[src/rtl/ascon_pack.sv]
// Shared ASCON types: 320-bit state, 5-bit S-box tables and the substitution FSM encoding.
// Latency: none (types and constants only).
// Backpressure: none. Optional macro ASCON_SUB_INV_EN adds the inverse S-box table.
package ascon_pack;

   // Five 64-bit words; index w selects word w, word 0 is the MSB of every S-box column.
   typedef logic [4:0][63:0] type_state;

   localparam logic [4:0] SBOX [32] = '{
      5'h04, 5'h0b, 5'h1f, 5'h14, 5'h1a, 5'h15, 5'h09, 5'h02,
      5'h1b, 5'h05, 5'h08, 5'h12, 5'h1d, 5'h03, 5'h06, 5'h1c,
      5'h1e, 5'h13, 5'h07, 5'h0e, 5'h00, 5'h0d, 5'h11, 5'h18,
      5'h10, 5'h0c, 5'h01, 5'h19, 5'h16, 5'h0a, 5'h0f, 5'h17
   };

`ifdef ASCON_SUB_INV_EN
   // Exact inverse permutation of SBOX: SBOX_INV[SBOX[x]] == x.
   localparam logic [4:0] SBOX_INV [32] = '{
      5'h14, 5'h1a, 5'h07, 5'h0d, 5'h00, 5'h09, 5'h0e, 5'h12,
      5'h0a, 5'h06, 5'h1d, 5'h01, 5'h19, 5'h15, 5'h13, 5'h1e,
      5'h18, 5'h16, 5'h0b, 5'h11, 5'h03, 5'h05, 5'h1c, 5'h1f,
      5'h17, 5'h1b, 5'h04, 5'h08, 5'h0f, 5'h0c, 5'h10, 5'h02
   };
`endif

   typedef enum logic [1:0] {
      IDLE = 2'd0,
      RUN  = 2'd1,
      DONE = 2'd2
   } type_sub_fsm;

endpackage

[src/rtl/couche_substitution_serial_sbox_lane.sv]
// One ASCON S-box lane: 5-bit column in, substituted 5-bit column out (optionally inverse).
// Latency: purely combinational, zero cycles.
// Backpressure: none. The inv input exists only when ASCON_SUB_INV_EN is defined.
module sbox_lane
   import ascon_pack::*;
(
   input  logic [4:0] col,
`ifdef ASCON_SUB_INV_EN
   input  logic       inv,
`endif
   output logic [4:0] col_sub
);

   // Table lookup; inverse table overrides the forward one when selected.
   always_comb begin
      col_sub = SBOX[col];
`ifdef ASCON_SUB_INV_EN
      if (inv) begin
         col_sub = SBOX_INV[col];
      end
`endif
   end

endmodule

[src/rtl/couche_substitution_serial.sv]
// Serial ASCON substitution layer: LANES S-box columns per clock over a 320-bit state.
// Latency: 64/LANES + 1 clocks from accepted start to first done_o cycle; all outputs registered.
// Backpressure: start_i only accepted in IDLE or DONE, ignored in RUN. Macro ASCON_SUB_INV_EN adds mode_i.
module couche_substitution_serial
   import ascon_pack::*;
#(
   parameter int LANES = 8
)(
   input  logic      clock_i,
   input  logic      reset_i,
   input  logic      start_i,
   input  type_state sub_i,
`ifdef ASCON_SUB_INV_EN
   input  logic      mode_i,
`endif
   output type_state sub_o,
   output logic      busy_o,
   output logic      done_o
);

   localparam int N  = 64 / LANES;
   localparam int CW = (N > 1) ? $clog2(N) : 1;

   if (LANES != 1 && LANES != 2 && LANES != 4 && LANES != 8 &&
       LANES != 16 && LANES != 32 && LANES != 64) begin : g_bad_lanes
      $error("couche_substitution_serial: LANES must be one of 1,2,4,8,16,32,64");
   end

   type_sub_fsm            state_q;
   type_sub_fsm            state_d;
   logic [CW-1:0]          cnt_q;
   type_state              work_q;
   type_state              work_step;
   logic                   load;
   logic                   step;
   logic                   last;
   logic                   busy_q;
   logic                   done_q;
   logic [5:0]             base;
   logic [LANES-1:0][4:0]  lane_in;
   logic [LANES-1:0][4:0]  lane_out;
`ifdef ASCON_SUB_INV_EN
   logic                   mode_q;
`endif

   assign last = (cnt_q == CW'(N - 1));
   assign base = 6'(int'(cnt_q) * LANES);

   // Next-state decode: start reloads from IDLE or DONE, RUN walks the chunks and ignores start.
   always_comb begin
      state_d = state_q;
      load    = 1'b0;
      step    = 1'b0;
      case (state_q)
         IDLE: begin
            if (start_i) begin
               load    = 1'b1;
               state_d = RUN;
            end
         end
         RUN: begin
            step = 1'b1;
            if (last) begin
               state_d = DONE;
            end
         end
         DONE: begin
            if (start_i) begin
               load    = 1'b1;
               state_d = RUN;
            end
         end
         default: begin
            state_d = IDLE;
         end
      endcase
   end

   // State, chunk counter, work register and registered status flags.
   always_ff @(posedge clock_i) begin
      if (reset_i) begin
         state_q <= IDLE;
         cnt_q   <= '0;
         work_q  <= '0;
         busy_q  <= 1'b0;
         done_q  <= 1'b0;
      end else begin
         state_q <= state_d;
         busy_q  <= (state_d == RUN);
         done_q  <= (state_d == DONE);
         if (load) begin
            work_q <= sub_i;
            cnt_q  <= '0;
         end else if (step) begin
            work_q <= work_step;
            cnt_q  <= last ? '0 : cnt_q + 1'b1;
         end
      end
   end

`ifdef ASCON_SUB_INV_EN
   // Direction is latched with the state so a change on mode_i mid-run has no effect.
   always_ff @(posedge clock_i) begin
      if (reset_i) begin
         mode_q <= 1'b0;
      end else if (load) begin
         mode_q <= mode_i;
      end
   end
`endif

   // Gather the current chunk's columns; word 0 supplies the column MSB.
   always_comb begin
      logic [5:0] col;
      col     = '0;
      lane_in = '0;
      for (int k = 0; k < LANES; k++) begin
         col        = base + 6'(k);
         lane_in[k] = {work_q[0][col], work_q[1][col], work_q[2][col],
                       work_q[3][col], work_q[4][col]};
      end
   end

   // Scatter substituted columns back; columns outside the chunk keep their value.
   always_comb begin
      logic [5:0] col;
      col       = '0;
      work_step = work_q;
      for (int k = 0; k < LANES; k++) begin
         col = base + 6'(k);
         {work_step[0][col], work_step[1][col], work_step[2][col],
          work_step[3][col], work_step[4][col]} = lane_out[k];
      end
   end

   for (genvar k = 0; k < LANES; k++) begin : g_lane
      sbox_lane u_lane (
         .col     (lane_in[k]),
`ifdef ASCON_SUB_INV_EN
         .inv     (mode_q),
`endif
         .col_sub (lane_out[k])
      );
   end

   assign sub_o  = work_q;
   assign busy_o = busy_q;
   assign done_o = done_q;

endmodule

[config.mk]
export PLATFORM = sky130hd
export DESIGN_NAME = couche_substitution_serial
export DESIGN_NICKNAME = d
export VERILOG_FILES = /design/src/rtl/ascon_pack.sv /design/src/rtl/couche_substitution_serial_sbox_lane.sv /design/src/rtl/couche_substitution_serial.sv
export SDC_FILE = /design/constraint.sdc
export NUM_CORES = 1
export LEC_CHECK = 0
export ABC_AREA = 1
export CAP_MARGIN = 20
export CORE_AREA = 2 2 283 285
export DETAILED_ROUTE_END_ITERATION = 8
export DIE_AREA = 0 0 285 287
export GPL_TIMING_DRIVEN = 0
export SLEW_MARGIN = 20
export SYNTH_ARGS = -nofsm -noshare
export SYNTH_HDL_FRONTEND = slang
export SYNTH_SLANG_ARGS = --single-unit
[constraint.sdc]
create_clock -name clock_i -period 2.52 [get_ports clock_i]
set_input_delay 0.252 -clock clock_i [delete_from_list [all_inputs] [get_ports clock_i]]
set_output_delay 0.252 -clock clock_i [all_outputs]
set_load 0.05 [all_outputs]
## Word level (Yosys, flattened, before mapping)

Memory sizes are Yosys's and may differ from the RTL's.
Index checks and enable logic that the tools add are counted.

- Add/subtract/negate cells: 8
- $lt $le $gt $ge: 24
- Equality and inequality tests: 5
- Mux-type cells: 161
- Bitwise gates (word level): 8
- Reductions and logical operators: 12

Operator list:

| operator | count |
|---|---|
| 64-bit bitwise mux | 40 |
| 320-bit two-way mux | 2 |
| 1-bit binary-select mux with 6-bit select | 35 |
| 5-bit two-way mux | 16 |
| 6-bit by 7-bit less-than comparator with 1-bit output, second input constant | 8 |
| 1-bit two-way mux | 51 |
| 6-bit by 1-bit greater-or-equal comparator with 1-bit output, second input constant | 8 |
| 6-bit greater-or-equal comparator, second input constant | 8 |
| 5-bit NOT with 6-bit output | 8 |
| 1-bit demux with 6-bit select | 7 |
| 6-bit by 3-bit adder with 6-bit output, second input constant | 4 |
| 1-bit binary-select mux with 3-bit select | 5 |
| 6-bit by 2-bit adder with 6-bit output, second input constant | 2 |
| 1-bit logical AND | 8 |
| 6-bit by 1-bit adder with 6-bit output, second input constant | 1 |
| 2-bit by 1-bit equality test with 1-bit output, second input constant | 2 |
| 2-bit equality test, second input constant | 2 |
| 2-bit two-way mux | 2 |
| 2-bit one-hot mux with 2 select lines | 1 |
| 2-bit OR reduction | 2 |
| 3-bit by 1-bit adder with 3-bit output, second input constant | 1 |
| 1-bit demux with 3-bit select | 1 |
| 3-bit equality test, second input constant | 1 |
| 3-bit two-way mux | 1 |
| other kinds (2) | 2 |

- Bits in registers: 327
- Bits in read-only memories: 1280
- Input port bits: 323
- Output and inout port bits: 322
- Logic and storage cells: 235
- Memories: 8

Memories:

| memory | words | bits a word | read ports | clocked after memory_dff | wr ports | RTL line | text |
|---|---|---|---|---|---|---|---|
| (name not given) | 32 | 5 | 1 | 0 | 0 | couche_substitution_serial_sbox_lane.sv:16 | `col_sub = SBOX[col];` |
| (name not given) | 32 | 5 | 1 | 0 | 0 | couche_substitution_serial_sbox_lane.sv:16 |  |
| (name not given) | 32 | 5 | 1 | 0 | 0 | couche_substitution_serial_sbox_lane.sv:16 |  |
| (name not given) | 32 | 5 | 1 | 0 | 0 | couche_substitution_serial_sbox_lane.sv:16 |  |
| (name not given) | 32 | 5 | 1 | 0 | 0 | couche_substitution_serial_sbox_lane.sv:16 |  |
| (name not given) | 32 | 5 | 1 | 0 | 0 | couche_substitution_serial_sbox_lane.sv:16 |  |
| 2 more memories | - | - | - | - | - | - |  |

## Logic depth before layout (Yosys ltp)

Gate-level depths: netlist (run 1).

- Depth after elaboration: 16
- Gate-level depth with buffers: 19

## By module

A second synthesis (run 1) with hierarchy kept.

- Cells, all modules: 4083
- Area total of the unflattened synthesis: 22201.3 um^2

Modules (own cells, without submodules):

| module | instances | cells an instance | area each (um^2) | sequential area each (um^2) |
|---|---|---|---|---|
| couche_substitution_serial | 1 | 3765 | 20633.5 | 6546.3 |
| sbox_lane (g_lane[0].u_lane ...) | 5 | 39 | 193.9 | 0.0 |
| sbox_lane (g_lane[1].u_lane) | 1 | 43 | 206.4 | 0.0 |
| sbox_lane (g_lane[7].u_lane) | 1 | 41 | 201.4 | 0.0 |
| sbox_lane (g_lane[2].u_lane) | 1 | 39 | 190.2 | 0.0 |

## Worst setup path after synthesis (run 1)

Ideal clock, no wire load.

- Path type: reg-to-reg
- Start: register cnt_q[0]
- End: register work_q, in the netlist sub_o[276]
- Arrival time: 2268 ps
- Required time: 2449 ps
- Slack: 182 ps
- Stages on the path, launching flop included: 16
- Period minus slack after synthesis: 2338 ps
- Cells stage by stage: dfxtp_1 -> buf_4 -> buf_6 -> buf_6 -> buf_2 -> nand2_1 -> nand2_1 -> nand2_1 -> nand2_1 -> nand2_1 -> nand2_1 -> inv_1 -> ha_1 -> o211ai_1 -> nand3_1 -> a21oi_1

- Longest elaborated chain between the ends: 16
- Elaborated cells on any way between the ends: 164
- Those cells by class: add/sub: 7; order compare: 14; mux: 120; bitwise: 8; reduce/logical: 7; memory: 8

Ends and longest elaborated chain:

| what | RTL line | text |
|---|---|---|
| start: declaration | couche_substitution_serial.sv:31 | `logic [CW-1:0] cnt_q;` |
| start signal: assignment | couche_substitution_serial.sv:96 | `cnt_q <= last ? '0 : cnt_q + 1'b1;` |
| 6-bit by 1-bit adder with 6-bit output, or another cell as far along | couche_substitution_serial.sv:118, couche_substitution_serial.sv:130 |  |
| 1-bit binary-select mux with 6-bit select, or another cell as far along | couche_substitution_serial.sv:120 | `work_q[3][col], work_q[4][col]};` |
| 1-bit two-way mux (not written as such), or another cell as far along | couche_substitution_serial.sv:120 |  |
| 5-bit NOT with 6-bit output (not written as such) / memory read 32 x 5 bit (equally long branches) | - |  |
| memory read 32 x 5 bit / 5-bit two-way mux (equally long branches) | - |  |
| 5-bit two-way mux (not written as such) | couche_substitution_serial_sbox_lane.sv:16 |  |
| 5-bit two-way mux (not written as such) / 64-bit bitwise mux (equally long branches) | couche_substitution_serial_sbox_lane.sv:16, couche_substitution_serial.sv:131 |  |
| 64-bit bitwise mux (6 in a row) | couche_substitution_serial.sv:131 | `{work_step[0][col], work_step[1][col], work_step[2][col],` |
| 64-bit bitwise mux * | couche_substitution_serial.sv:131 |  |
| 320-bit two-way mux * | couche_substitution_serial.sv:94 | `end else if (step) begin` |
| 320-bit two-way mux * | couche_substitution_serial.sv:91 | `if (load) begin` |
| end signal: assignment | couche_substitution_serial.sv:92 | `work_q <= sub_i;` |
| end signal: assignment | couche_substitution_serial.sv:95 | `work_q <= work_step;` |
| end: declaration | couche_substitution_serial.sv:32 | `type_state work_q;` |

Every way passes the cells marked *; elsewhere a longest branch is shown, timed or not. The select of a mux whose other input is x is not followed.
A chain may end at the register's enable or synchronous reset.

## Worst setup path in the final report (run 1)

- Start: register cnt_q[2]
- End: register work_q, in the netlist sub_o[169]

Same word-level chain as after synthesis.

==> impl_results.md, run 1 <==
* Die Width at 285 um
* Delay-heaviest family, CP: buffers and inverters
* Simple-gate area share of the yosys netlist at 33.7%
* Status: finished, violations left
* Yosys top cell by area: dfxtp_1
* Top sig layer: met5
* Netlist cell types at 30
* Number of remaining DRC errors at 0
* Synth Area per Inst at 6.63 um2
* DR WL met2 at 64200 um
* Total vias in the final route at 26.3k
* Synthesized area at 19500 um2
* RSZ-0062 raised after global routing: yes
* Power share of the sequential group at 27.1%
* Final number of setup-violating endpoints at 197
* Post-cts hold buffer count at 0
* Largest net degree at the start of global routing at 12
* Final nets at 4030
* Vias in the first global route at 25.4k
* Rel. slew slack at 21.2%
* Slew of the pin with the lowest slew margin at 1.18 ns
* Core outline area at 78600 um2
* Clock buffer depth at 3
* Wire per inst at 29.1 um
* Clk Tree Root Cell: clkbuf_16
* TritonRoute pass-1 iters at 6
* Port bufs at 643
* Clk pwr share at 29.8%
* Antenna viol nets, final at 0
* Register area share after synthesis at 33.6%
* Failing checks: negative setup slack
* Die Ht at 287 um
* Max-cap viol count at 0
* Post-Place Setup Slack at -1.45 ns
* XOR/XNOR Fraction of Synth Area at 0.424%
* Dominant cells by area after synthesis: dfxtp_1 (34%), nand2_1 (17%), a21oi_1 (8.1%), a22oi_1 (7.7%), nand3_1 (7.1%)
* Sw power at 9.55 mW
* Pins Over Slew Limit at 0
* Crit-path cells: buf_6 > buf_2 > nand2_1 > nor3_2 > clkbuf_1 > o211ai_1 > a21oi_1
* Clock-pin slew on the worst setup and hold paths at 0.06 ns
* IO Pins at 645
* CP Capture Type: register
* CP bufs+invs at 3
* Total wire length at 139000 um
* Worst-path fanout max at 10
* Overall Power at 22.1 mW
* Max Fclk at 372 MHz
* Synth-to-layout area growth at 62.9%
* First-pass GRT wire length at 188000 um
* Reg-to-reg startpoint: cnt_q[2]
* Final min period at 2.69 ns
* Worst-skew pair later-pin latency at 0.59 ns
* Cell Rows at 103
* Startpoint types: register
* Final Hold Vio Count at 0
* Setup crit start: cnt_q[2]
* Worst stage delay on the critical path at 0.69 ns
* Share of layout cells above drive strength 1 at 19.2%
* Antenna violations before repair at 9
* CP arrival at 3.20 ns
* Cts bufs inserted at 42
* Fin crit share at 107%
* Post-synth net total at 3277
* Num Clock Sinks at 327
* Top cell type's share of synthesized area at 33.6%
* TNS Setup at -11.61 ns
* Leakage at 12.3 nW
* Mapped Cells at 2936
* Adder and majority cell fraction of the synthesized area at 1.16%
* Mux cell area share after synthesis at 0%
* Critical Path RT at 3.03 ns
* Vias per cell at 5.51
* Hold_sp: sub_i[263]
* Detailed Place HPWL at 108000 um
* DR iter-0 viols at 2889
* Logic pwr share at 43.0%
* GPL Wtd Cong at 0.963
* Setup WS post-layout at -0.170 ns
* Internal power at 12.5 mW
* Net Sw Frac at 43.2%
* Crit-path slowest cell: clkbuf_1
* CTS tree: yes
* Yosys reg bits at 327
* Main combinational cell family by area after synthesis: simple AND/OR/NAND/NOR gates
* Yosys warning count at 0
* R2R setup slack at -0.17 ns
* M1 WL at 53800 um
* Htree depth at 2
* Congestion Overflow GR at 0
* Worst Hold Class: in -> reg
* Initial Util at 24.8%
* CP Class: reg -> reg
* Hold WS at 0.257 ns
* Peak VDD IR at 0.388 mV
* Post-synthesis compound-gate area fraction at 21.7%
* Cell Pwr Density at 697 nW/um2
* Total Die Area at 81800 um2
* Tot GR Track Use at 32.2%
* WL met3 at 12100 um
* Clock Skew at 0.0319 ns
## registers in the layout (all words and copies together), names as in the netlist
signal / cells
sub_o: 320
cnt_q: 3
state_q: 2
done_o: 1
busy_o: 1
## synthesized netlist by cell type
cell and count:
nand2_1 888, dfxtp_1 327, a21oi_1 317, nand3_1 275
a22oi_1 200, inv_1 165, clkbuf_1 129, nand4_1 109
nor2_1 96, o21ai_0 75, o211ai_1 65, nand2_2 54
o21ai_1 32, inv_2 31, nand3_2 29, buf_2 28
buf_1 23, buf_6 20, buf_4 18, ha_1 18
nand2_4 11, a31oi_1 9, nor3_2 4, o211ai_2 3
xnor2_4 3, nor2_2 2, o21ai_2 2, a21boi_0 1
buf_8 1, nor2_4 1
## worst reg2reg max path: cells and delay by family (launching register included)
family | cells | cell delay, ns
buf+inv | 3 | 1.15
compound gates | 2 | 0.55
simple gates | 2 | 0.51
flops | 1 | 0.40
## power groups by stage
stage / combinational (mW) / sequential, mW / clock [mW]
5_1_grt: 9.85 / 6.01 / 6.78
3_3_place_gp: 7.74 / 6.09 / 0
4_1_cts: 9.00 / 5.98 / 6.60
6_report: 9.51 / 6.00 / 6.59
3_5_place_dp: 7.76 / 6.08 / 0
2_1_floorplan: 3.05 / 7.20 / 0
## layout by cell type (no fill, tap or decap), types with 33 or more instances in the layout
master and count:
buf_4 62, clkbuf_2 47, nand3_1 167, a21oi_2 53
nand2_2 105, o21ai_1 36, nand2_4 62, nand3_4 39
clkbuf_16 43, o21ai_0 50, clkbuf_1 88, nand2_1 785
o211ai_1 65, a21oi_1 264, nor2_1 83, nand4_1 109
a22oi_1 200, dfxtp_1 325, inv_2 33, nand3_2 98
inv_1 151, clkdlybuf4s50_1 643
## final timing paths
| kind | endpoint | cells past startpoint |
|---|---|---|
| max | sub_o[169] | 7 |
| min | sub_o[263] | 3 |
| max reg2reg | sub_o[169] | 7 |
| min reg2reg | sub_o[264] | 2 |
## layout make-up
type                       instances  area (um2)
inverter                         196         768
timing repair buffer             711        7190
clock buffer                      61        1240
clock inverter                    15         210
multi-input combinational       2194       13000
sequential                       327        6550
antenna                            8        20.0
tap                             1050        1310
buffer                           217        1450
fill                            8350       46900
## through the flow
stage	util (%)	cells	instance area (um2)
floorplan	-	2936	19500
finish	40.3	4779	31700
global placement	34.6	4629	27200
CTS	39.5	4756	31000
global route	40.3	4777	31700
detailed placement	34.7	4631	27200
## metal layers
layer,vias up,track usage [%]
met5,-,0
met4,2,18.4
met3,419,6.33
met2,1696,53.2
met1,12643,39.2
li1,11569,-
## kinds of logic after synthesis
family | Yosys count
adder cells (fa/ha/maj) | 18
buffers and inverters | 415
XOR/XNOR | 3
AO/OA/AOI/OAI | 704
flip-flops | 327
AND/OR/NAND/NOR | 1469
## repair_timing
action	CTS	global route
gates resized for setup	483	156
pin swaps	132	107
cloned	3	0
setup buffers	47	16
setup endpoints to repair	320	313
Power figures use the tool's default switching activity.
==> run 2, diff against run 1 <==
--- a/config.mk
+++ b/config.mk
@@ -6,11 +6,13 @@
 export NUM_CORES = 1
 export LEC_CHECK = 0
 export ABC_AREA = 1
+export ABC_CLOCK_PERIOD_IN_PS = 2520
 export CAP_MARGIN = 20
 export CORE_AREA = 2 2 283 285
 export DETAILED_ROUTE_END_ITERATION = 8
 export DIE_AREA = 0 0 285 287
 export GPL_TIMING_DRIVEN = 0
+export HOLD_SLACK_MARGIN = 0.15
 export SLEW_MARGIN = 20
 export SYNTH_ARGS = -nofsm -noshare
 export SYNTH_HDL_FRONTEND = slang
==> results of run 2 <==
Same layout as run 1: the final DEF is identical, and so are final timing and power.
==> run 3, diff against run 2 <==
--- a/config.mk
+++ b/config.mk
@@ -11,7 +11,6 @@
 export CORE_AREA = 2 2 283 285
 export DETAILED_ROUTE_END_ITERATION = 8
 export DIE_AREA = 0 0 285 287
-export GPL_TIMING_DRIVEN = 0
 export HOLD_SLACK_MARGIN = 0.15
 export SLEW_MARGIN = 20
 export SYNTH_ARGS = -nofsm -noshare
==> impl_results.md, run 3 (synthesis results as in run 1) <==
* Antenna violations before repair at 7 (-2)
* Vias per cell at 5.30 (-3.8%)
* CP Class: reg -> reg
* Total Die Area at 81800 um2 (unchanged)
* Leakage at 12.6 nW (+2.8%)
* Worst-skew pair later-pin latency at 0.56 ns (-0.03 ns)
* Die Ht at 287 um (unchanged)
* Clock buffer depth at 3 (unchanged)
* Clock Skew at 0.0290 ns (-0.00288 ns)
* Cell Rows at 103 (unchanged)
* Antenna viol nets, final at 0 (unchanged)
* Pins Over Slew Limit at 0 (unchanged)
* Startpoint types: register
* Wire per inst at 24.6 um (-15%)
* Hold WS at 0.268 ns (+0.0113 ns)
* Post-layout util at 40.0% (-0.37 points)
* DR iter-0 viols at 2359 (-18%)
* CP Capture Type: register
* Status: completed
* Congestion Overflow GR at 0 (unchanged)
* Rel. slew slack at 42.4% (+21 points)
* GPL Wtd Cong at 0.879 (-8.7%)
* Fin crit share at 98.9% (-7.8 points)
* R2R setup slack at 0.03 ns (+0.20 ns)
* Worst Hold Class: in -> reg
* Commonest non-fill, non-tap cell in the layout: nand2_1
* IO Pins at 645 (unchanged)
* CTS tree: yes
* Core outline area at 78600 um2 (unchanged)
* Worst-path fanout max at 21 (+11)
* Htree depth at 2 (unchanged)
* Max reg flops at 320 (unchanged)
* Overall Power at 21.4 mW (-3.3%)
* Max Fclk at 401 MHz (+7.9%)
* Clk Tree Root Cell: clkbuf_16
* Final nets at 4026 (-0.099%)
* Vias in the first global route at 24.2k (-4.8%)
* Num Clock Sinks at 327 (unchanged)
* Worst r2r path cells at 14 (+7)
* Total wire length at 117000 um (-16%)
* Largest net degree at the start of global routing at 90 (+78)
* Post-Place Setup Slack at -0.0809 ns (+1.37 ns)
* RSZ-0062 raised after global routing: yes
* TritonRoute pass-1 iters at 6 (unchanged)
* Number of remaining DRC errors at 0 (unchanged)
* First-pass GRT wire length at 163000 um (-13%)
* Cell Pwr Density at 680 nW/um2 (-2.4%)
* Detailed Place HPWL at 86000 um (-20%)
* Initial Util at 24.8% (unchanged)
* Critical Path RT at 2.95 ns (-0.08 ns)
* Total vias in the final route at 25.3k (-4.1%)
* Clock-pin slew on the worst setup and hold paths at 0.06 ns (about the same)
* Slew of the pin with the lowest slew margin at 0.864 ns (-0.317 ns)
* Final number of setup-violating endpoints at 0 (-100%)
* Setup WS post-layout at 0.0269 ns (+0.196 ns)
* Port bufs at 644 (+0.16%)
* Share of layout cells above drive strength 1 at 15.5% (-3.7 points)
* Final Hold Vio Count at 0 (unchanged)
* Number of cells on the worst hold path at 3 (unchanged)
* Die Width at 285 um (unchanged)
* CP arrival at 2.92 ns (-0.28 ns)
* Max-cap viol count at 0 (unchanged)
* Commonest non-fill, non-tap cells in the layout: nand2_1 (861), clkdlybuf4s50_1 (643), dfxtp_1 (324), a21oi_1 (299), nand3_1 (264)
* Final min period at 2.49 ns (-0.196 ns)
* Cts bufs inserted at 40 (-4.8%)
* Synth-to-layout area growth at 61.4%
* Tot GR Track Use at 26.7% (-5.5 points)
* Peak VDD IR at 0.407 mV (+4.7%)
[run 3: area by class of cell]
cell class / count / area [um2]
diodes: 5 / 12.5
clock buffers: 56 / 1190
clock inverters: 13 / 149
fillers: 8212 / 47200
inverters: 196 / 744
multi-input cells: 2194 / 11700
flip-flops and latches: 327 / 6560
well taps: 1050 / 1310
repair buffers: 926 / 9750
[run 3: critical path, cell delays in order, from the launching register on]
cell and delay (ns):
dfxtp_4 0.48, buf_12 0.22, buf_16 0.19, nand2_1 0.06, o21ai_0 0.10, nand2_1 0.08
nand2_1 0.14, nand2_1 0.12, nand2_4 0.15, inv_2 0.07, buf_4 0.15, o21ai_4 0.16
nand2_4 0.16, a21oi_2 0.18, nor2_1 0.05
[run 3: report_power, final]
part | internal [mW] | total [mW] | switching [mW]
clock | 3.60 | 6.03 | 2.43
combinational | 3.58 | 9.37 | 5.78
sequential | 5.55 | 5.96 | 0.409
[run 3: final timing paths]
kind	startpoint	end
max	cnt_q[0]	sub_o[243]
min	sub_i[257]	sub_o[257]
max reg2reg	cnt_q[0]	sub_o[243]
min reg2reg	sub_o[311]	sub_o[311]
[run 3: repair_timing]
item,CTS,global route
pin swaps,1,36
endpoints found under the hold margin,47,0
resized for setup,3,130
cloned,0,8
endpoints found under the setup margin,11,250
hold buffers,1,0
buffers inserted,0,12
[run 3: per-layer routing]
layer / up-vias / global-route usage [%] / wire length (um)
met1: 12071 / 33.6 / 46800
met2: 1403 / 45.8 / 56000
met3: 262 / 3.76 / 9190
li1: 11523 / - / -
met5: - / 0 / 0
met4: 0 / 11.4 / 5270
[run 3: through the flow]
| stage | TNS, ns | instances | area, um2 |
|---|---|---|---|
| final | 0 | 4767 | 31400 |
| after global routing | -2.07 | 4765 | 31400 |
| after CTS | 0 | 4741 | 30500 |
| after detailed placement | -1.35 | 4671 | 29100 |
| after global placement | -2.23 | 4669 | 29100 |
| after floorplan | 0 | 2936 | 19500 |
